`src/rtl/gpio_ext.sv`:
```
// gpio_ext: NUM_IO-pin GPIO with per-pin mode, atomic set/clear of output bits,
// synchronised inputs and sticky rise/fall edge interrupts (write-1-to-clear).
// Register port: single-cycle write strobe, combinational read from addr_i.
// Pad tristate muxing is done outside, from reg_ctrl/reg_data.
module gpio_ext #(
    parameter int NUM_IO      = 8,
    parameter int SYNC_STAGES = 2
) (
    input  logic                  clk,
    input  logic                  rst,
    input  logic                  we_i,
    input  logic [31:0]           addr_i,
    input  logic [31:0]           data_i,
    output logic [31:0]           data_o,
    input  logic [NUM_IO-1:0]     io_pin_i,
    output logic [2*NUM_IO-1:0]   reg_ctrl,
    output logic [NUM_IO-1:0]     reg_data,
    output logic                  irq_o
);

    localparam logic [2:0] ADDR_CTRL   = 3'd0;
    localparam logic [2:0] ADDR_DATA   = 3'd1;
    localparam logic [2:0] ADDR_SET    = 3'd2;
    localparam logic [2:0] ADDR_CLR    = 3'd3;
    localparam logic [2:0] ADDR_RISE   = 3'd4;
    localparam logic [2:0] ADDR_FALL   = 3'd5;
    localparam logic [2:0] ADDR_STATUS = 3'd6;
    localparam logic [2:0] ADDR_IN_RAW = 3'd7;

    // Edge detection is held off for this many cycles after reset so that
    // pins already high at reset do not look like rising edges.
    localparam logic [2:0] WARM_DONE = 3'(SYNC_STAGES + 1);

    logic [SYNC_STAGES-1:0][NUM_IO-1:0] sync_q;
    logic [NUM_IO-1:0]                  sync;
    logic [NUM_IO-1:0]                  prev;
    logic [NUM_IO-1:0]                  rise_en;
    logic [NUM_IO-1:0]                  fall_en;
    logic [NUM_IO-1:0]                  irq_status;
    logic [2:0]                         warm_cnt;
    logic                               warm_done;

    logic                               addr_ok;
    logic [2:0]                         sel;
    logic                               wr_ctrl;
    logic                               wr_data;
    logic                               wr_set;
    logic                               wr_clr;
    logic                               wr_rise;
    logic                               wr_fall;
    logic                               wr_status;

    logic [NUM_IO-1:0]                  wdata;
    logic [NUM_IO-1:0]                  out_mask;
    logic [NUM_IO-1:0]                  out_val;
    logic [NUM_IO-1:0]                  data_next;
    logic [NUM_IO-1:0]                  rise;
    logic [NUM_IO-1:0]                  fall;
    logic [NUM_IO-1:0]                  edge_hit;
    logic [NUM_IO-1:0]                  w1c_mask;
    logic [31:0]                        rdata;

    // Upper data bits are not stored when NUM_IO < 16; fold them so the
    // narrow configurations stay lint-clean.
    logic                               unused_data;
    assign unused_data = ^data_i;

    assign sync      = sync_q[SYNC_STAGES-1];
    assign wdata     = data_i[NUM_IO-1:0];
    assign addr_ok   = (addr_i[31:3] == 29'd0);
    assign sel       = addr_i[2:0];
    assign warm_done = (warm_cnt == WARM_DONE);

    // Decode one-cycle write strobes per register.
    always_comb begin
        wr_ctrl   = we_i && addr_ok && (sel == ADDR_CTRL);
        wr_data   = we_i && addr_ok && (sel == ADDR_DATA);
        wr_set    = we_i && addr_ok && (sel == ADDR_SET);
        wr_clr    = we_i && addr_ok && (sel == ADDR_CLR);
        wr_rise   = we_i && addr_ok && (sel == ADDR_RISE);
        wr_fall   = we_i && addr_ok && (sel == ADDR_FALL);
        wr_status = we_i && addr_ok && (sel == ADDR_STATUS);
    end

    // Input synchroniser: shift raw pads through SYNC_STAGES flops per pin.
    always_ff @(posedge clk) begin
        if (rst) begin
            sync_q <= '0;
        end else begin
            sync_q <= {sync_q[SYNC_STAGES-2:0], io_pin_i};
        end
    end

    // Edge history: one-cycle-old copy of the synchronised inputs.
    always_ff @(posedge clk) begin
        if (rst) begin
            prev <= '0;
        end else begin
            prev <= sync;
        end
    end

    // Warm-up counter: counts up after reset and saturates at WARM_DONE.
    always_ff @(posedge clk) begin
        if (rst) begin
            warm_cnt <= 3'd0;
        end else if (!warm_done) begin
            warm_cnt <= warm_cnt + 3'd1;
        end
    end

    // Output-pin mask from the current mode field (only mode 01 drives).
    always_comb begin
        out_mask = '0;
        for (int i = 0; i < NUM_IO; i++) begin
            out_mask[i] = (reg_ctrl[2*i +: 2] == 2'b01);
        end
    end

    // Next DATA value: output pins take bus updates, others track sync.
    always_comb begin
        out_val = reg_data;
        if (wr_data) begin
            out_val = wdata;
        end else if (wr_set) begin
            out_val = reg_data | wdata;
        end else if (wr_clr) begin
            out_val = reg_data & ~wdata;
        end
        data_next = (out_mask & out_val) | (~out_mask & sync);
    end

    // CTRL and DATA registers.
    always_ff @(posedge clk) begin
        if (rst) begin
            reg_ctrl <= '0;
            reg_data <= '0;
        end else begin
            if (wr_ctrl) begin
                reg_ctrl <= data_i[2*NUM_IO-1:0];
            end
            reg_data <= data_next;
        end
    end

    // Interrupt enable registers.
    always_ff @(posedge clk) begin
        if (rst) begin
            rise_en <= '0;
            fall_en <= '0;
        end else begin
            if (wr_rise) begin
                rise_en <= wdata;
            end
            if (wr_fall) begin
                fall_en <= wdata;
            end
        end
    end

    // Enabled edges, masked until the synchroniser has settled after reset.
    always_comb begin
        rise     = sync & ~prev;
        fall     = ~sync & prev;
        edge_hit = '0;
        if (warm_done) begin
            edge_hit = (rise & rise_en) | (fall & fall_en);
        end
        w1c_mask = wr_status ? wdata : '0;
    end

    // Sticky status: W1C clears first, so a same-cycle edge keeps the bit set.
    always_ff @(posedge clk) begin
        if (rst) begin
            irq_status <= '0;
        end else begin
            irq_status <= (irq_status & ~w1c_mask) | edge_hit;
        end
    end

    assign irq_o = |irq_status;

    // Combinational read mux; out-of-range addresses and WO registers read 0.
    always_comb begin
        rdata = '0;
        if (addr_ok) begin
            case (sel)
                ADDR_CTRL:   rdata[2*NUM_IO-1:0] = reg_ctrl;
                ADDR_DATA:   rdata[NUM_IO-1:0]   = reg_data;
                ADDR_RISE:   rdata[NUM_IO-1:0]   = rise_en;
                ADDR_FALL:   rdata[NUM_IO-1:0]   = fall_en;
                ADDR_STATUS: rdata[NUM_IO-1:0]   = irq_status;
                ADDR_IN_RAW: rdata[NUM_IO-1:0]   = sync;
                default:     rdata               = '0;
            endcase
        end
    end

    assign data_o = rdata;

endmodule

```
`config.mk`:
```
export PLATFORM = sky130hd
export DESIGN_NAME = gpio_ext
export DESIGN_NICKNAME = d
export VERILOG_FILES = /design/src/rtl/gpio_ext.sv
export SDC_FILE = /design/constraint.sdc
export NUM_CORES = 1
export LEC_CHECK = 0
export ABC_AREA = 1
export CORE_MARGIN = 1.5
export CORE_UTILIZATION = 30
export CTS_CLUSTER_SIZE = 12
export DETAILED_ROUTE_END_ITERATION = 8
export PLACE_DENSITY = 0.62
export SLEW_MARGIN = 15
export SYNTH_ARGS = -nofsm -noshare
export SYNTH_HDL_FRONTEND = slang
export SYNTH_SLANG_ARGS = --single-unit
```
`constraint.sdc`:
```
create_clock -name clk -period 2.2 [get_ports clk]
set_clock_uncertainty 0.2 [all_clocks]
set_input_delay 0.33 -clock clk [delete_from_list [all_inputs] [get_ports clk]]
set_output_delay 0.33 -clock clk [all_outputs]
set_load 0.02 [all_outputs]
```
==> flow_summary_export.csv, run 1 <==
group,metric,value,unit
status,result_of_the_run,"complete, no violations",
setup_path,critical_path_peak_fanout,8,
clock_network,clock_latency_reported_for_the_late_side_of_the_worst_skew_pair,0.33,ns
drt,detailedRoute.firstPassIterationCount,5,
power,power_switching_share,24.0,%
layout,commonest_non_fill_non_tap_cells_in_the_layout,"nand2_1, inv_1, dfxtp_1, a21oi_1",
floorplanning,core_area,12100,sq um
power,leakage,2.28,nW
drt,routed_length_per_placed_instance,14.5,microns
clock_network,tritoncts,"yes",
setup_path,regToRegSetupSlack,0.51,ns
setup_path,timing.critical_path.required,1.67,ns
clock_network,clockRootBuffer,"clkbuf_16",
clock_network,clock_path_buffers,2,
sta,period_minus_slack,2.14,ns
drt,drt_iter0_drcs,216,
drt,drc,0,
logic_synthesis,syn_area,3730,sq um
floorplanning,die_h,115,microns
sta,grt_setup_unrepaired,"yes",
setup_path,worst_setup_path_start_kind,"primary input",
sta,period_share,97.1,%
logic_synthesis,synthesized_flop_and_latch_total,75,
power,report.power.total,3.29,mW
drt,route.detailed.vias_per_inst,4.77,
floorplanning,rows,40,
logic_synthesis,syn_warnings,0,
setup_path,r2r-end,"warm_cnt[2]$_SDFFE_PP0N_",
clock_network,cts.sink_count,75,
layout,layout.filler_cells,1209,
place,globalplace.congestion,0.886,
layout,seq_area,1500,sq um
layout,design.final.nets,742,
hold_path,whs_path_depth,2,
power,cellInternalPower,2.50,mW
clock_network,clk_pin_slew_worst_paths,0.05,ns
layout,mostFrequentLayoutCell,"nand2_1",
global_routing,first_global_vias,3757,
power,power.net_switching,0.790,mW
setup_path,cp-end-kind,"output port",
layout,synthToLayoutAreaGrowth,47.1,%
power,vdd_drop_max,0.326,mV
setup_path,critical_path_class,"in2out",
global_routing,grt_usage,18.0,%
logic_synthesis,postSynthAreaPerCell,7.06,sq um
floorplanning,initial_core_util,31.0,%
power,p_per_area,599,nW/um^2
power,clockPowerShare,45.4,%
clock_network,cts-htree-levels,3,
drt,vias,3994,
layout,num_antenna_cells,0,
layout,layout.core_utilization,45.5,%
floorplanning,ioPinCount,132,
logic_synthesis,synth.lib_cells_used.distinct,38,
global_routing,antenna_found_initial,0,
drt,route.antenna.remaining_nets,0,
global_routing,grt_start_max_net_pins,29,
setup_path,start_of_the_worst_register_to_register_path,"warm_cnt[0]$_SDFFE_PP0N_",
run,cap_viol_max_count,0,
floorplanning,die_area,13100,sq um
place,numPortBuffers,99,
global_routing,grt_first_pass_wirelength,18400,microns
hold_path,hold_path_startpoint,"sync_q[0]$_SDFF_PP0_",
logic_synthesis,cell_count_after_synthesis,529,
global_routing,grt_overflow,0,
sta,achievable-frequency,468,MHz
drt,postRouteWirelength,12100,microns
place,detailed_place_hpwl,8800,microns
clock_network,cts-buffers-inserted,9,
layout,drive_above_1_share,22.7,%
sta,setup_viol,0,
power,combinationalPowerShare,11.5,%
setup_path,rr_worst_depth,5,
logic_synthesis,synth_sequential_area_ratio,40.2,%
power,seq_power_share,43.2,%
sta,slew_violations,0,
floorplanning,die_w,115,microns
layout,multiInputGateArea,1940,sq um
setup_path,timing.critical_path.arrival,1.61,ns
hold_path,worst_hold_endpoint,"sync[0]$_SDFF_PP0_",
sta,timing_hold_violations_final,0,
hold_path,hold_path.class,"reg2reg",
-- routing by layer --
metal  track usage [%]  share of wire [%]
met4              5.75                1.9
met5                 0                  0
met2              30.7                 48
met3              5.03                7.0
met1              21.9                 43
-- logic make-up after synthesis --
family	synth area share (%)
simple gates	25.8
compound gates	18.6
flops	40.2
xor+xnor	0.235
other cells	0.100
buf+inv	14.4
fa+ha+maj	0.670
-- worst max-delay path by stage --
stage	start	cells after the start	endpoint
2_1_floorplan	addr_i[5]	7	data_o[10]
3_3_place_gp	addr_i[5]	8	data_o[7]
3_5_place_dp	addr_i[2]	7	data_o[4]
4_1_cts	addr_i[16]	9	data_o[13]
5_1_grt	addr_i[7]	10	data_o[2]
6_report	addr_i[8]	9	data_o[5]
-- stage by stage --
step	TNS [ns]	instance area (sq um)	setup WS (ns)	instances	hold slack [ns]
finish	0	5490	0.0644	838	0.201
global route	-0.0284	5490	-0.0149	838	0.211
CTS	0	5350	0.000707	835	0.200
detailed placement	-24.30	5080	-0.753	814	0.192
global placement	-23.10	5080	-0.767	814	0.190
floorplan	-1.38	3790	-0.173	544	0.188
-- synthesized netlist by cell type --
cell type	n	area, sq um
nand2_1	92	345
inv_1	77	289
dfxtp_1	75	1500
a21oi_1	58	290
nor2_1	57	214
o21ai_0	25	125
nand3_1	21	105
buf_4	18	135
nand4_1	12	75.1
clkbuf_1	11	41.3
nor4_1	10	62.6
a22oi_1	9	67.6
o21ai_1	8	40.0
o31ai_1	8	60.1
a31oi_1	7	43.8
o22ai_1	7	43.8
buf_6	4	45.0
nand2_2	3	18.8
nor2_2	3	18.8
buf_2	2	10.0
ha_1	2	25.0
nand2_4	2	22.5
nor3_4	2	32.5
nor3b_1	2	15.0
a41oi_1	1	8.76
and3_1	1	6.26
clkinv_1	1	3.75
clkinv_4	1	8.76
conb_1	1	3.75
inv_2	1	3.75
nand3_2	1	10.0
nor2_8	1	20.0
nor3_1	1	5.00
o21a_1	1	7.51
o21ai_2	1	8.76
or2_1	1	6.26
or2_2	1	6.26
xor2_1	1	8.76
-- cell type report --
cell class              instances  area share, %
clock buffers                  12           4.67
clock inverters                 4          0.888
inverters                      80           5.63
multi-input cells             354           35.3
flip-flops and latches         75           27.3
well taps                     168           3.83
repair buffers                145           22.3
-- power groups by stage --
| stage | Sequential (mW) | Combinational, mW | Clock, mW |
|---|---|---|---|
| floorplan | 1.45 | 0.188 | 0 |
| global placement | 1.45 | 0.368 | 0 |
| detailed placement | 1.45 | 0.375 | 0 |
| CTS | 1.42 | 0.359 | 1.51 |
| global route | 1.42 | 0.414 | 1.57 |
| finish | 1.42 | 0.377 | 1.49 |
-- repair_timing --
action	CTS	global route
pin swaps	31	13
hold buffers	0	0
resized for setup	187	47
cloned	0	1
setup buffers	5	2
setup endpoints to repair	22	39
-- worst max-delay path: stages --
cell	delay, ns
buf_2	0.09
or2_1	0.23
nor2_2	0.09
nand2_2	0.09
nor2_8	0.12
buf_12	0.11
o21ai_4	0.12
a31oi_1	0.24
buf_4	0.19
No activity file was read; power rests on OpenSTA's default activity.
==> inputs of run 2 (changes only) <==
--- a/config.mk
+++ b/config.mk
@@ -6,11 +6,13 @@
 export NUM_CORES = 1
 export LEC_CHECK = 0
 export ABC_AREA = 1
+export ABC_CLOCK_PERIOD_IN_PS = 2200
 export CORE_MARGIN = 1.5
 export CORE_UTILIZATION = 30
 export CTS_CLUSTER_SIZE = 12
 export DETAILED_ROUTE_END_ITERATION = 8
 export PLACE_DENSITY = 0.62
+export RECOVER_POWER = 100
 export SLEW_MARGIN = 15
 export SYNTH_ARGS = -nofsm -noshare
 export SYNTH_HDL_FRONTEND = slang
==> run 2 against run 1 <==
Effect of this change:
- non-clock buffer count unchanged
- first-iteration DRC count down 11%
- largest cell class unchanged
- design area down 0.27%
- sequential power about the same
- register-to-register slack about the same
- critical endpoint unchanged
- highest routed layer unchanged
- global-route usage unchanged
- hold slack worse by 0.0024 ns
- die area unchanged
==> flow_summary_export.csv, run 2 (same netlist as run 1, synthesis figures left out) <==
group,metric,value,unit
sta,period_minus_slack,2.17,ns
clock_network,cts.sink_count,75,
setup_path,rr_worst_depth,5,
setup_path,critical_path.max_stage_delay,0.26,ns
clock_network,cts-htree-levels,3,
drt,route.antenna.remaining_nets,0,
sta,worst_slew_margin_rel,60.0,%
clock_network,tritoncts,"yes",
floorplanning,die_area,13100,sq um
floorplanning,rows,40,
drt,routed-wl-met2,5870,microns
place,pre_cts_ws,-0.753,ns
floorplanning,core_area,12100,sq um
floorplanning,die_w,115,microns
place,globalplace.congestion,0.886,
layout,mostFrequentLayoutCell,"nand2_1",
sta,fin_ws,0.0331,ns
global_routing,first_global_vias,3757,
global_routing,grt_start_max_net_pins,29,
setup_path,worstSetupEndpoint,"data_o[5]",
power,leakage,2.34,nW
setup_path,cp_cell_sequence,"buf_2 > or2_1 > nor2_2 > nand2_2 > nor2_8 > buf_12 > o21ai_4 > a31oi_1 > buf_4",
hold_path,hold_path.class,"reg2reg",
drt,postRouteWirelength,12100,microns
clock_network,clk_pin_slew_worst_paths,0.05,ns
drt,maxUsedRoutingLayer,"met4",
drt,routed_length_per_placed_instance,14.4,microns
clock_network,cts-hold-fix-buffers,0,
place,area_of_placed_instances,5080,sq um
layout,design.final.nets,742,
drt,drc,0,
clock_network,clockRootBuffer,"clkbuf_16",
drt,vias,3987,
clock_network,clock_latency_reported_for_the_late_side_of_the_worst_skew_pair,0.33,ns
place,numPortBuffers,99,
global_routing,grt_overflow,0,
setup_path,path_delay_family,"simple AND/OR/NAND/NOR gates",
status,result_of_the_run,"complete, no violations",
layout,num_antenna_cells,0,
layout,commonest_non_fill_non_tap_cells_in_the_layout,"nand2_1, inv_1, dfxtp_1, a21oi_1, nor2_1",
setup_path,cp-end-kind,"output port",
layout,drive_above_1_share,22.2,%
power,report.power.total,3.28,mW
layout,synthToLayoutAreaGrowth,46.7,%
global_routing,grt_usage,18.0,%
setup_path,critical_path_cell_count,9,
drt,detailedRoute.firstPassIterationCount,4,
run,cap_viol_max_count,0,
clock_network,cts-buffers-inserted,9,
sta,worstMarginPinSlew,0.599,ns
sta,grt_setup_unrepaired,"yes",
setup_path,critPathSlowestCell,"a31oi_1",
drt,route.detailed.vias_per_inst,4.76,
setup_path,timing.critical_path.required,1.67,ns
setup_path,worst_setup_path_start_kind,"primary input",
sta,achievable-frequency,461,MHz
setup_path,r2r-end,"warm_cnt[2]$_SDFFE_PP0N_",
drt,wl_met1,5090,microns
setup_path,crit_path_start,"addr_i[8]",
floorplanning,ioPinCount,132,
setup_path,critical_path_peak_fanout,8,
global_routing,grt_first_pass_wirelength,18400,microns
global_routing,antenna_found_initial,0,
drt,drt_iter0_drcs,192,
clock_network,clock_path_buffers,2,
sta,timing_hold_violations_final,0,
setup_path,timing.critical_path.arrival,1.64,ns
sta,slew_violations,0,
sta,setup_viol,0,
floorplanning,die_h,115,microns
setup_path,sum_of_buffers_and_inverters_on_the_critical_path,3,
power,p_per_area,599,nW/um^2
floorplanning,initial_core_util,31.0,%
power,vdd_drop_max,0.325,mV
place,detailed_place_hpwl,8800,microns
layout,postLayoutCellArea,5480,sq um
setup_path,start_of_the_worst_register_to_register_path,"warm_cnt[0]$_SDFFE_PP0N_",
sta,period_share,98.5,%
drt,route.met3.wl,949,microns
setup_path,critical_path_class,"in2out",
setup_path,regToRegSetupSlack,0.52,ns
==> run 2: cell types whose count changed in the layout (fill, tap and decap cells not counted) <==
cell and change:
buf_4 -4, clkbuf_1 +2, clkbuf_2 +2, clkdlybuf4s50_1 -23, dlygate4sd3_1 +23, nor2_1 +1, nor2_2 -1, o21ai_0 +2
o21ai_1 -2
==> run 2: report_power, final <==
| part | switching [mW] | internal [mW] | total [mW] |
|---|---|---|---|
| sequential | 0.0211 | 1.40 | 1.42 |
| clock | 0.551 | 0.938 | 1.49 |
| combinational | 0.214 | 0.159 | 0.373 |
==> run 2: worst min-delay path by stage <==
stage	startpoint	end	slack, ns	depth (start not counted)
after floorplan	sync_q[0]$_SDFF_PP0_	sync[0]$_SDFF_PP0_	0.19	2
after global placement	sync_q[5]$_SDFF_PP0_	sync[5]$_SDFF_PP0_	0.19	2
final	sync_q[0]$_SDFF_PP0_	sync[0]$_SDFF_PP0_	0.20	2
after CTS	sync_q[0]$_SDFF_PP0_	sync[0]$_SDFF_PP0_	0.20	2
after global routing	sync_q[0]$_SDFF_PP0_	sync[0]$_SDFF_PP0_	0.21	2
after detailed placement	sync_q[0]$_SDFF_PP0_	sync[0]$_SDFF_PP0_	0.19	2
==> run 2: tightest hold or removal path, cell delays in order (launching register included) <==
cell and delay [ns]:
dfxtp_1 0.29, inv_1 0.04, nor2_1 0.03
==> run 2: per-layer routing <==
metal | vias up | track usage (%)
met4 | 0 | 5.75
met1 | 1846 | 21.9
met5 | - | 0
met2 | 146 | 30.7
li1 | 1982 | -
met3 | 13 | 5.03
==> run 2: final cells by class <==
| cell class | instances | area, sq um |
|---|---|---|
| Multi-Input combinational cell | 354 | 1940 |
| Fill cell | 1212 | 6580 |
| Clock buffer | 12 | 256 |
| Tap cell | 168 | 210 |
| Clock inverter | 4 | 48.8 |
| Timing Repair Buffer | 145 | 1210 |
| Sequential cell | 75 | 1500 |
| Inverter | 80 | 309 |
==> run 2: stage by stage <==
step	utilization (%)	instances	TNS [ns]	hold slack, ns
after CTS	44.3	835	0	0.200
final	45.4	838	0	0.198
after floorplan	-	544	-1.38	0.188
after global placement	42.1	814	-23.10	0.190
after detailed placement	42.1	814	-24.30	0.192
after global routing	45.4	838	-0.0284	0.211
==> run 2: timing repair <==
item,in CTS,in global routing
resized for setup,187,47
buffers inserted,5,2
cloned,0,1
setup endpoints to repair,22,39
hold endpoints to repair,0,0
pin swaps,31,13
